--- config.mk ---
export PLATFORM = sky130hd
export DESIGN_NAME = issue_ctrl
export DESIGN_NICKNAME = d
export VERILOG_FILES = /design/src/rtl/issue_ctrl.sv
export SDC_FILE = /design/constraint.sdc
export NUM_CORES = 1
export LEC_CHECK = 0
export CORE_MARGIN = 2
export CORE_UTILIZATION = 30
export DETAILED_ROUTE_END_ITERATION = 6
export PLACE_DENSITY = 0.44
export SYNTH_ARGS = -nofsm -noshare
export SYNTH_HDL_FRONTEND = slang
export SYNTH_SLANG_ARGS = --single-unit
--- constraint.sdc ---
create_clock -name clk -period 3.07 [get_ports clk]
set_input_delay 0.307 -clock clk [delete_from_list [all_inputs] [get_ports clk]]
set_output_delay 0.307 -clock clk [all_outputs]
set_load 0.02 [all_outputs]
--- src/rtl/issue_ctrl.sv ---
// Consumer end of the dual-slot issue queue: in-order 0/1/2 issue decision,
// RAW countdown scoreboard and mul/div occupancy tracking.
module issue_ctrl #(
    parameter int NREG       = 32,
    parameter int LOAD_LAT   = 2,
    parameter int MULDIV_LAT = 4
) (
    input  logic                 clk,
    input  logic                 resetn,
    input  logic                 flush,
    input  logic                 stall_in,
    input  logic [1:0]           head_valid,
    input  logic [1:0][1:0]      head_type,
    input  logic [1:0]           head_wen,
    input  logic [1:0][4:0]      head_rd,
    input  logic [1:0][4:0]      head_rs1,
    input  logic [1:0][4:0]      head_rs2,
    input  logic [1:0]           head_load,
    output logic [1:0]           issued_cnt,
    output logic [1:0]           issue_valid,
    output logic                 md_busy
);

    localparam int MAXLAT = (LOAD_LAT > MULDIV_LAT) ? LOAD_LAT : MULDIV_LAT;
    localparam int SBW    = $clog2(MAXLAT) + 1;
    localparam int MCW    = $clog2(MULDIV_LAT);

    localparam logic [1:0] T_ALU = 2'b00;
    localparam logic [1:0] T_MEM = 2'b01;
    localparam logic [1:0] T_MD  = 2'b10;
    localparam logic [1:0] T_BR  = 2'b11;

    typedef enum logic {
        S_IDLE,
        S_BUSY
    } md_state_e;

    md_state_e        st_q;
    logic [MCW-1:0]   md_cnt_q;
    logic             md_busy_q;
    logic [1:0]       iv_q;
    logic [SBW-1:0]   sb_q [NREG];
    logic [SBW-1:0]   sb_d [NREG];

    logic [1:0]       src_ok;
    logic [1:0]       is_md;
    logic [1:0]       is_mem;
    logic [1:0]       md_ok;
    logic             iss0;
    logic             iss1;
    logic             raw01;
    logic             waw01;
    logic             md_iss;
    logic [1:0]       set_en;
    logic [1:0][SBW-1:0] set_val;

    always_comb begin
        for (int i = 0; i < 2; i++) begin
            src_ok[i] = (head_rs1[i] == 5'd0 || sb_q[head_rs1[i]] == '0) &&
                        (head_rs2[i] == 5'd0 || sb_q[head_rs2[i]] == '0);
            is_md[i]  = head_type[i] == T_MD;
            is_mem[i] = head_type[i] == T_MEM;
            md_ok[i]  = ~is_md[i] | (st_q == S_IDLE);
        end
    end

    // Same-cycle RAW/WAW between the pair; slot 1 must wait a cycle for these.
    assign raw01 = head_wen[0] && head_rd[0] != 5'd0 &&
                   (head_rs1[1] == head_rd[0] || head_rs2[1] == head_rd[0]);
    assign waw01 = head_wen[0] && head_wen[1] && head_rd[0] == head_rd[1];

    assign iss0 = resetn & head_valid[0] & ~stall_in & ~flush &
                  src_ok[0] & md_ok[0];

    assign iss1 = iss0 & head_valid[1] & src_ok[1] & md_ok[1] &
                  (head_type[1] != T_BR) & ~raw01 & ~waw01 &
                  ~(is_mem[0] & is_mem[1]) & ~(is_md[0] & is_md[1]);

    assign issued_cnt = iss1 ? 2'd2 : {1'b0, iss0};
    assign md_iss     = (iss0 & is_md[0]) | (iss1 & is_md[1]);

    always_comb begin
        for (int i = 0; i < 2; i++) begin
            set_en[i]  = 1'b0;
            set_val[i] = '0;
            if (head_wen[i] && head_rd[i] != 5'd0) begin
                if (is_md[i]) begin
                    set_en[i]  = 1'b1;
                    set_val[i] = SBW'(MULDIV_LAT);
                end else if (is_mem[i] && head_load[i]) begin
                    set_en[i]  = 1'b1;
                    set_val[i] = SBW'(LOAD_LAT);
                end
            end
        end
        set_en[0] = set_en[0] & iss0;
        set_en[1] = set_en[1] & iss1;
    end

    always_comb begin
        for (int r = 0; r < NREG; r++) begin
            sb_d[r] = sb_q[r];
            if (!stall_in && sb_q[r] != '0)
                sb_d[r] = sb_q[r] - SBW'(1);
        end
        // A fresh set overrides the decrement on the same register.
        for (int i = 0; i < 2; i++) begin
            if (set_en[i])
                sb_d[head_rd[i]] = set_val[i];
        end
        if (flush) begin
            for (int r = 0; r < NREG; r++)
                sb_d[r] = '0;
        end
    end

    always_ff @(posedge clk or negedge resetn) begin
        if (!resetn) begin
            for (int r = 0; r < NREG; r++)
                sb_q[r] <= '0;
        end else begin
            for (int r = 0; r < NREG; r++)
                sb_q[r] <= sb_d[r];
        end
    end

    always_ff @(posedge clk or negedge resetn) begin
        if (!resetn) begin
            st_q      <= S_IDLE;
            md_cnt_q  <= '0;
            md_busy_q <= 1'b0;
            iv_q      <= 2'b00;
        end else if (flush) begin
            st_q      <= S_IDLE;
            md_cnt_q  <= '0;
            md_busy_q <= 1'b0;
            iv_q      <= 2'b00;
        end else begin
            iv_q <= {iss1, iss0};
            unique case (st_q)
                S_IDLE: begin
                    if (md_iss) begin
                        st_q      <= S_BUSY;
                        md_cnt_q  <= MCW'(MULDIV_LAT - 1);
                        md_busy_q <= 1'b1;
                    end
                end
                S_BUSY: begin
                    if (md_cnt_q == '0) begin
                        st_q      <= S_IDLE;
                        md_busy_q <= 1'b0;
                    end else begin
                        md_cnt_q <= md_cnt_q - MCW'(1);
                    end
                end
                default: begin
                    st_q      <= S_IDLE;
                    md_busy_q <= 1'b0;
                end
            endcase
        end
    end

    assign issue_valid = iv_q;
    assign md_busy     = md_busy_q;

endmodule
==> metrics.md, run 1 <==
| Metric | Value |
|---|---|
| Syn Std Cell Area | `9780 um^2` |
| Status | `complete, but fails checks` |
| Final instance area | `13200 um^2` |
| Net load switching power | `5090 uW` |
| Layout cells sized above 1 | `24.5%` |
| Clock buffer depth | `2` |
| Worst skew pair latency | `0.36 ns` |
| Final HPWL DP | `29900 um` |
| Switching Fraction | `46.3%` |
| Post-synth top cells | `115 x inv_1, 115 x nor2_1, 111 x a21oi_1, 102 x dfrtp_1, 88 x nand2_1` |
| Max_slew headroom | `27.6%` |
| Rows | `66` |
| Syn_area_per_cell | `7.82 um^2` |
| Initial Util | `30.3%` |
| Unique masters post-synth | `79` |
| Ports | `49` |
| Final core occ | `40.9%` |
| Worst hold path type | `in2async` |
| Final min period | `3.22 ns` |
| WL per Instance | `21.4 um` |
| Largest net degree at the start of global routing | `62` |
| Area Growth Syn to Fin | `35.1%` |
| Final setup vio count | `61` |
| Syn. warnings | `0` |
| Top cell type's share of synthesized area | `26.1%` |
| Full die area | `34000 um^2` |
| Final WS setup | `-0.155 ns` |
| Global-route wire length before repair | `60800 um` |
| Final Max Tran Viols | `0` |
| Sum Neg Setup Slack | `-3.93 ns` |
| Clk slew on worst S/H paths | `0.07 ns` |
| Final hold viol count | `0` |
| Largest cells by area after synthesis | `dfrtp_1 26%, ha_1 8.3%, mux2i_1 7.1%, a21oi_1 5.7%, xnor2_1 5.3%` |
| Syn Nets | `1359` |
| Clk sinks | `102` |
| MaxCap Viol Count | `0` |
| Failing checks | `setup timing` |
| Fin crit share | `105%` |
| DRT Wirelength | `40600 um` |
| P_int | `5890 uW` |
| Total clock buffers created by CTS | `9` |
| Die span in y | `185 um` |
| GP Congestion | `0.936` |
| Seq pwr share | `22.7%` |
| Inserted Diodes | `0` |
| Critical path class | `reg2reg` |
| Req. time, crit path | `3.31 ns` |
| Drt drc | `0` |
| Critical-path maximum fanout | `7` |
| Startpoint class of the critical path | `flip-flop` |
| Cell area power density | `831 nW/um^2` |
| Total global routing overflow | `0` |
| IO buf count | `48` |
| Initial antenna violation count | `0` |
| Fillers | `3283` |
| Vias in the first global route | `9994` |
| Number of flops mapped to enable cells by yosys | `0` |
| Crit path DAT | `3.47 ns` |
| Chip width | `185 um` |
| CTS H-tree depth | `3` |
| Area after DPL | `12100 um^2` |
| Synth area leader | `dfrtp_1` |
| Post-DR vias/cell | `5.32` |
| Crit end category | `flip-flop` |
| Final ANT Viol Nets | `0` |
| FF+latch count, synth | `102` |
| IR drop worst, VDD | `272 uV` |
| Clk pwr share | `10.9%` |
| DR iter-0 viols | `843` |
| Combinational share of power | `66.5%` |
| Leakage power | `0.00591 uW` |
| Async set-reset flop share out of synthesis | `100%` |
| Root Buffer | `clkbuf_16` |
| Skew final | `0.00904 ns` |
| Worst Max-Slew Pin Slew | `1.08 ns` |
| Share of the yosys chip area belonging to registers | `26.1%` |
| Total GRT Usage | `24.0%` |
| CTS tree | `yes` |
| Core ar. | `32300 um^2` |
| Post-Synthesis Cells | `1250` |
| Vias | `10100` |
| Synth Flop Type | `dfrtp_1` |
| Layout Nets | `1567` |
| RSZ-0062 raised after global routing | `yes` |
| DR pass1 iterations | `5` |
| Highest clock rate | `310 MHz` |
-- state kept, by name (all words and copies together), names as in the netlist --
register	flops
md_busy	1
md_cnt_q	2
sb_q	96
issue_valid	2
st_q	1
-- path summary, 6_finish.rpt --
| kind | start | endpoint | slack (ns) | cells after the start |
|---|---|---|---|---|
| setup / recovery | sb_q[56]$_DFF_PN0_ | sb_q[61]$_DFF_PN0_ | -0.15 | 14 |
| hold / removal | resetn | sb_q[90]$_DFF_PN0_ | 0.10 | 2 |
| setup reg to reg | sb_q[56]$_DFF_PN0_ | sb_q[61]$_DFF_PN0_ | -0.15 | 14 |
| hold reg to reg | md_busy$_DFFE_PN0P_ | md_busy$_DFFE_PN0P_ | 0.55 | 2 |
| max in group asynchronous | resetn | sb_q[63]$_DFF_PN0_ | 1.63 | 3 |
| min in group clk | flush | md_cnt_q[1]$_DFFE_PN0P_ | 0.45 | 5 |
-- cells in the final DEF (no fill, tap or decap), types with 58 or more instances in the layout --
cell type / synthesis / final
dfrtp_1: 102 / 100
inv_1: 115 / 115
xnor2_1: 59 / 59
nand2_1: 88 / 73
a21oi_1: 111 / 98
mux2i_1: 69 / 69
buf_4: 5 / 202
nor3_1: 64 / 58
ha_1: 65 / 65
nor2_1: 115 / 113
-- layer usage --
metal  routed length (um)  up-vias  part of all wire, %  global-route usage, %
met4                 1210        0                  3.0                   8.90
met2                18300      300                   45                   37.1
met1                18700     4876                   46                   33.4
li1                     -     4868                    -                      -
met5                    0        -                    0                      0
met3                 2450       66                  6.0                   4.27
-- power by group through the flow --
stage | logic, uW | registers, uW | clock network (uW)
after detailed placement | 6800 | 2480 | 0
final | 7300 | 2490 | 1190
after global routing | 8060 | 2560 | 1280
after CTS | 7010 | 2460 | 1230
after floorplan | 4220 | 2300 | 0
after global placement | 6730 | 2490 | 0
-- logic make-up after synthesis --
kind of cell               count (synthesis)  share of synthesized area, %
buffers and inverters                    194                          7.91
muxes                                     75                          8.10
adders and majority gates                 65                          8.32
xor gates and xnor gates                  69                          6.18
DFF                                      102                          26.1
and+or+nand+nor                          476                          25.7
AOI/OAI and AO/OA                        269                          17.7
-- cell type report --
type / count / area [um^2] / area share, %
clock buffer: 11 / 243 / 1.84
clock inverter: 2 / 35.0 / 0.265
inverter: 118 / 443 / 3.35
multi-input combinational: 954 / 6990 / 52.9
sequential: 102 / 2550 / 19.3
tap: 442 / 553 / 4.19
timing repair buffer: 273 / 2390 / 18.1
-- metrics by stage --
step	instances	hold slack [ns]	power (uW)	worst slack, ns
finish	1902	0.101	11000	-0.155
global route	1902	0.137	11900	-0.241
CTS	1891	0.132	10700	-0.128
detailed placement	1868	0.523	9290	-0.511
global placement	1868	0.516	9210	-0.457
floorplan	1250	0.0114	6530	0.241
-- timing repair --
action	CTS	global route
pin swaps	15	28
setup buffers	7	11
hold buffers	0	0
setup endpoints to repair	82	96
gates cloned	3	1
resized for setup	48	90
-- critical path, cell delays in order (launching register included) --
cell	delay, ns
dfrtp_1	0.38
or3_4	0.46
o211ai_1	0.18
a21oi_1	0.09
or4_4	0.55
nand3_4	0.10
nand4_1	0.15
buf_6	0.18
buf_8	0.13
buf_4	0.13
nor3_4	0.16
buf_6	0.15
clkbuf_16	0.17
a31oi_1	0.09
a21boi_1	0.17
Note: power is estimated with default switching activity, not from simulation.
==> inputs of run 2 (changes only) <==
CAP_MARGIN = 20   (was default)
==> results of run 2 <==
Final layout, timing and power as in run 1 (identical DEF).
==> inputs of run 3 (changes only) <==
CAP_MARGIN = default   (was 20)
==> results of run 3 <==
Final layout, timing and power as in run 1 (identical DEF).
==> RTL edit 1, RTL diff (flow settings as in run 1) <==
The parameter `LOAD_LAT` goes from 2 to 8.
--- a/src/rtl/issue_ctrl.sv
+++ b/src/rtl/issue_ctrl.sv
@@ -3,5 +3,5 @@
 module issue_ctrl #(
     parameter int NREG       = 32,
-    parameter int LOAD_LAT   = 2,
+    parameter int LOAD_LAT   = 8,
     parameter int MULDIV_LAT = 4
 ) (
Behaviour: not the same (a bounded check fails within 4 cycles, from zero or initial values and one cycle with resetn low).
==> RTL edit 1 against run 1 <==
The run ends with negative hold slack, max-capacitance violations, negative setup slack left; sequential share of layout area is 1.6 points higher; sequential cell count is 32 higher; wire length is 14% higher; critical path depth is 1 lower; cell area is 21% higher; worst setup slack worse by 300 ps; power is 15% higher; area after synthesis is 13% higher; critical path type unchanged; largest cell class unchanged; highest routed layer unchanged.
==> RTL edit 1: results (changes against run 1) <==
setup_ws_ps: -455  # -300 ps
muxShareOfSynthArea_pct: 8.60  # +0.50 points
synthTopCellsByCount: "dfrtp_1 (134), o21ai_0 (112), nor4_1 (109), nor2_1 (105), nand2_1 (104)"
clock_skew_ps: 12.9  # +3.83 ps
grt_pass1_wl_um: 70800  # +16%
totalWireLength_um: 46400  # +14%
violations: "negative hold slack, max-capacitance violations, negative setup slack"
ys_top_cells_by_area: "dfrtp_1 (30%), nor4_1 (6.2%), o21ai_0 (5.1%)"
holdWs_ps: -22.7  # -124 ps
fin_tns_setup_ps: -30660  # -26720 ps
wire_per_inst_um: 21.1  # -1.2%
drt_iter0_drc: 770  # -8.7%
maxCapViolCount: 1  # +1
hold_viol_final: 18  # +18
grt_max_degree: 135  # +120%
synth_seq_area_share_pct: 30.3  # +4.2 points
clk_latency_ps: 460  # +100 ps
arrival_ps: 3890  # +420 ps
synth_nets: 1461  # +7.5%
viasPerCell: 5.49  # +3.4%
status: "finished with violations"
ys_types: 75  # -5.1%
synth_fa_ha_area_share_pct: 3.73  # -4.6 points
setup_viol: 126  # +110%
synth-compound-area-share_pct: 18.7  # +1.0 points
dp_hpwl_um: 34500  # +15%
largest_reg_flops: 128  # +33%
dp.cells: 2142  # +15%
-- RTL edit 1: worst paths after layout --
path	endpoint	slack, ps	from
worst max-delay path	sb_q[123]	-450	sb_q[52]
worst min-delay path	sb_q[126]	-20	resetn
worst max register to register	sb_q[123]	-450	sb_q[52]
worst min register to register	md_busy	530	md_busy
max in group asynchronous	sb_q[25]	2470	resetn
min in group clk	sb_q[126]	450	flush
-- RTL edit 1: layout make-up --
cell class                      instances  area [µm²]
Clock buffer                           19         453
Clock inverter                         13         155
Fill cell                            3619       20400
Inverter                               88         330
Multi-Input combinational cell       1077        7760
Sequential cell                       134        3350
Tap cell                              468         586
Timing Repair Buffer                  397        3410
-- RTL edit 1: power breakdown --
part | switching (mW) | internal (mW)
Sequential | 0.363 | 2.29
Clock | 0.857 | 1.31
Combinational | 3.90 | 3.94
Total | 5.12 | 7.55
-- RTL edit 1: routing by layer --
metal	part of all wire, %	GRT usage [%]
met1	46	32.8
met2	46	39.9
met3	4.6	3.52
met4	2.9	8.84
met5	0	0
==> RTL edit 2, RTL diff (flow settings as in run 1) <==
Made on the original files. Put a register stage on the output `issued_cnt`, cleared by the reset. The value now appears one clock later. The other outputs are not delayed to match.
--- a/src/rtl/issue_ctrl.sv
+++ b/src/rtl/issue_ctrl.sv
@@ -77,5 +77,11 @@
                   ~(is_mem[0] & is_mem[1]) & ~(is_md[0] & is_md[1]);
 
-    assign issued_cnt = iss1 ? 2'd2 : {1'b0, iss0};
+    always_ff @(posedge clk or negedge resetn) begin
+        if (!resetn) begin
+            issued_cnt <= '0;
+        end else begin
+            issued_cnt <= iss1 ? 2'd2 : {1'b0, iss0};
+        end
+    end
     assign md_iss     = (iss0 & is_md[0]) | (iss1 & is_md[1]);
 
Check against the original RTL: not equivalent (a bounded check fails within 4 cycles, from zero or initial values and one cycle with resetn low).
==> RTL edit 2 against run 1 <==
Worst setup slack worse by 220 ps; largest cell class unchanged; hold slack better by 76 ps; area after synthesis up 1.2%; critical endpoint is now sb_q[80]; cell area up 14%; power up 15%; the run still ends with negative setup slack left; wire length up 3.2%; sequential cell count up 2.
==> RTL edit 2: results (changes against run 1) <==
clock_path_buffers: 2  # unchanged
drive_above_1_share_pct: 37.1  # +13 points
largest_reg_flops: 96  # unchanged
dp.cells: 1932  # +3.4%
ys_top_cells_by_area: "dfrtp_1 (26%), ha_1 (8.2%), xnor2_1 (6.8%)"
nets: 1663  # +6.1%
wl_met3_um: 2510  # +2.2%
synth-xor-area-share_pct: 6.90  # +0.72 points
ir_worst_vdd_mv: 0.298  # +9.8%
crit_path_max_fanout: 6  # -1
drt_iter0_drc: 813  # -3.6%
ys_types: 75  # -5.1%
h-tree-depth: 3  # unchanged
regArea_um2: 2600  # +1.9%
antenna_found_initial: 0  # unchanged
hold_path.class: "in -> async"
grt_pass1_vias: 10400  # +4.5%
grt_pass1_wl_um: 62700  # +3.2%
root_buffer: "clkbuf_16"
drt_pass1_iterations: 6  # +1
clk_pin_slew_worst_paths_ps: 80
synth_seq_area_share_pct: 26.3  # +0.19 points
wire_per_inst_um: 21.0  # -1.9%
arrival_ps: 3700  # +230 ps
synthCells: 1230  # -1.6%
cts-buffers-inserted: 9  # unchanged
global_route.usage.total_pct: 24.4  # +0.37 points
met1_length_um: 19600  # +4.8%
synth-compound-area-share_pct: 16.8  # -0.87 points
setup_ws_ps: -377  # -222 ps
viasPerCell: 5.35  # +0.71%
synth_fa_ha_area_share_pct: 8.22  # -0.10 points
fin_cells: 2001  # +5.2%
pre_cts_slack_ps: -787  # -276 ps
leakagePower_nw: 6.37  # +7.7%
clk_latency_ps: 370
postSynth.asyncResetShare_pct: 100  # unchanged
clock_skew_ps: 11.8  # +2.81 ps
muxShareOfSynthArea_pct: 9.03  # +0.92 points
p_int_mw: 7.11  # +21%
relSlewSlack_pct: 31.5  # +3.9 points
placedInstanceArea_um2: 12900  # +6.6%
violations: "negative setup slack"
synth_nets: 1339  # -1.5%
regMostFlops: "sb_q"
wl_met2_um: 18800  # +2.8%
synthTopCellsByCount: "inv_1 (113), nor2_1 (112), dfrtp_1 (104), a21oi_1 (87), xnor2_1 (77)"
io_buffer_count: 48  # unchanged
highest_layer: "met4"
ys.warnings.count: 0  # unchanged
dp_hpwl_um: 31000  # +3.5%
place_congestion: 0.911  # -2.7%
grt_max_degree: 66  # +6.5%
status: "finished with violations"
setup_viol: 93  # +52%
insertedDiodeCount: 0  # unchanged
fillCellCount: 3196  # -2.7%
-- RTL edit 2: cell types whose count changed after synthesis, moves of 16 or more --
cell | before | now
nand3_1 | 24 | 60
mux2i_1 | 69 | 39
mux2_2 | 3 | 19
a211oi_1 | 16 | 49
a21oi_1 | 111 | 87
nand4_1 | 42 | 26
xnor2_1 | 59 | 77
-- RTL edit 2: power by group through the flow --
| stage | combinational (mW) | sequential (mW) | clock, mW |
|---|---|---|---|
| finish | 9.09 | 2.33 | 1.20 |
| global route | 9.94 | 2.39 | 1.28 |
| CTS | 8.49 | 2.31 | 1.23 |
| detailed placement | 7.94 | 2.32 | 0 |
| global placement | 7.87 | 2.33 | 0 |
| floorplan | 4.48 | 2.33 | 0 |
-- RTL edit 2: metal layers --
metal	global-route usage [%]	vias to the layer above
met5	0	-
met4	7.12	0
met3	3.56	67
met2	38.6	303
met1	34.4	5270
li1	-	5072
-- RTL edit 2: kinds of logic after synthesis --
| logic type | count (synthesis) |
|---|---|
| xor+xnor | 78 |
| buf+inv | 191 |
| fa+ha+maj | 65 |
| compound gates | 249 |
| simple gates | 472 |
| mux | 71 |
| flops | 104 |
-- RTL edit 2: what timing repair did --
action	4_1_cts	5_1_grt
gates cloned	4	2
endpoints found under the setup margin	98	101
pin swaps	60	33
resized for setup	189	129
hold endpoints to repair	0	0
buffers inserted	32	24
-- RTL edit 2: path summary, 6_finish.rpt --
check | endpoint | start | depth (start not counted) | slack [ps]
hold reg to reg | md_busy | md_busy | 2 | 530
hold / removal | issue_valid[0] | resetn | 2 | 180
max in group asynchronous | sb_q[82] | resetn | 3 | 1710
setup reg to reg | sb_q[80] | sb_q[51] | 9 | -380
setup / recovery | sb_q[80] | sb_q[51] | 9 | -380
min in group clk | sb_q[93] | flush | 3 | 520
-- RTL edit 2: final cells by class --
cell class,count,share of cell area (%)
multi-input combinational,936,51.7
timing repair buffer,387,22.6
sequential,104,17.2
tap,442,3.66
inverter,115,2.90
clock buffer,10,1.58
clock inverter,6,0.339
timing repair inverter,1,0.0496
-- RTL edit 2: critical path, cell delays in order (launching register included) --
cell and delay (ps):
dfrtp_1 390, or3_4 440, mux4_2 480, mux2_4 300, and3_4 170, a2111oi_4 200
nand2_2 200, or4_4 600, nor3_4 230, mux2_4 320
-- RTL edit 2: metrics by stage --
stage                     TNS, ps  hold slack (ps)
after floorplan              -634             11.4
after global placement     -57850              528
after detailed placement   -58710              531
after CTS                  -14800              232
after global routing       -29990              266
final                      -21030              177
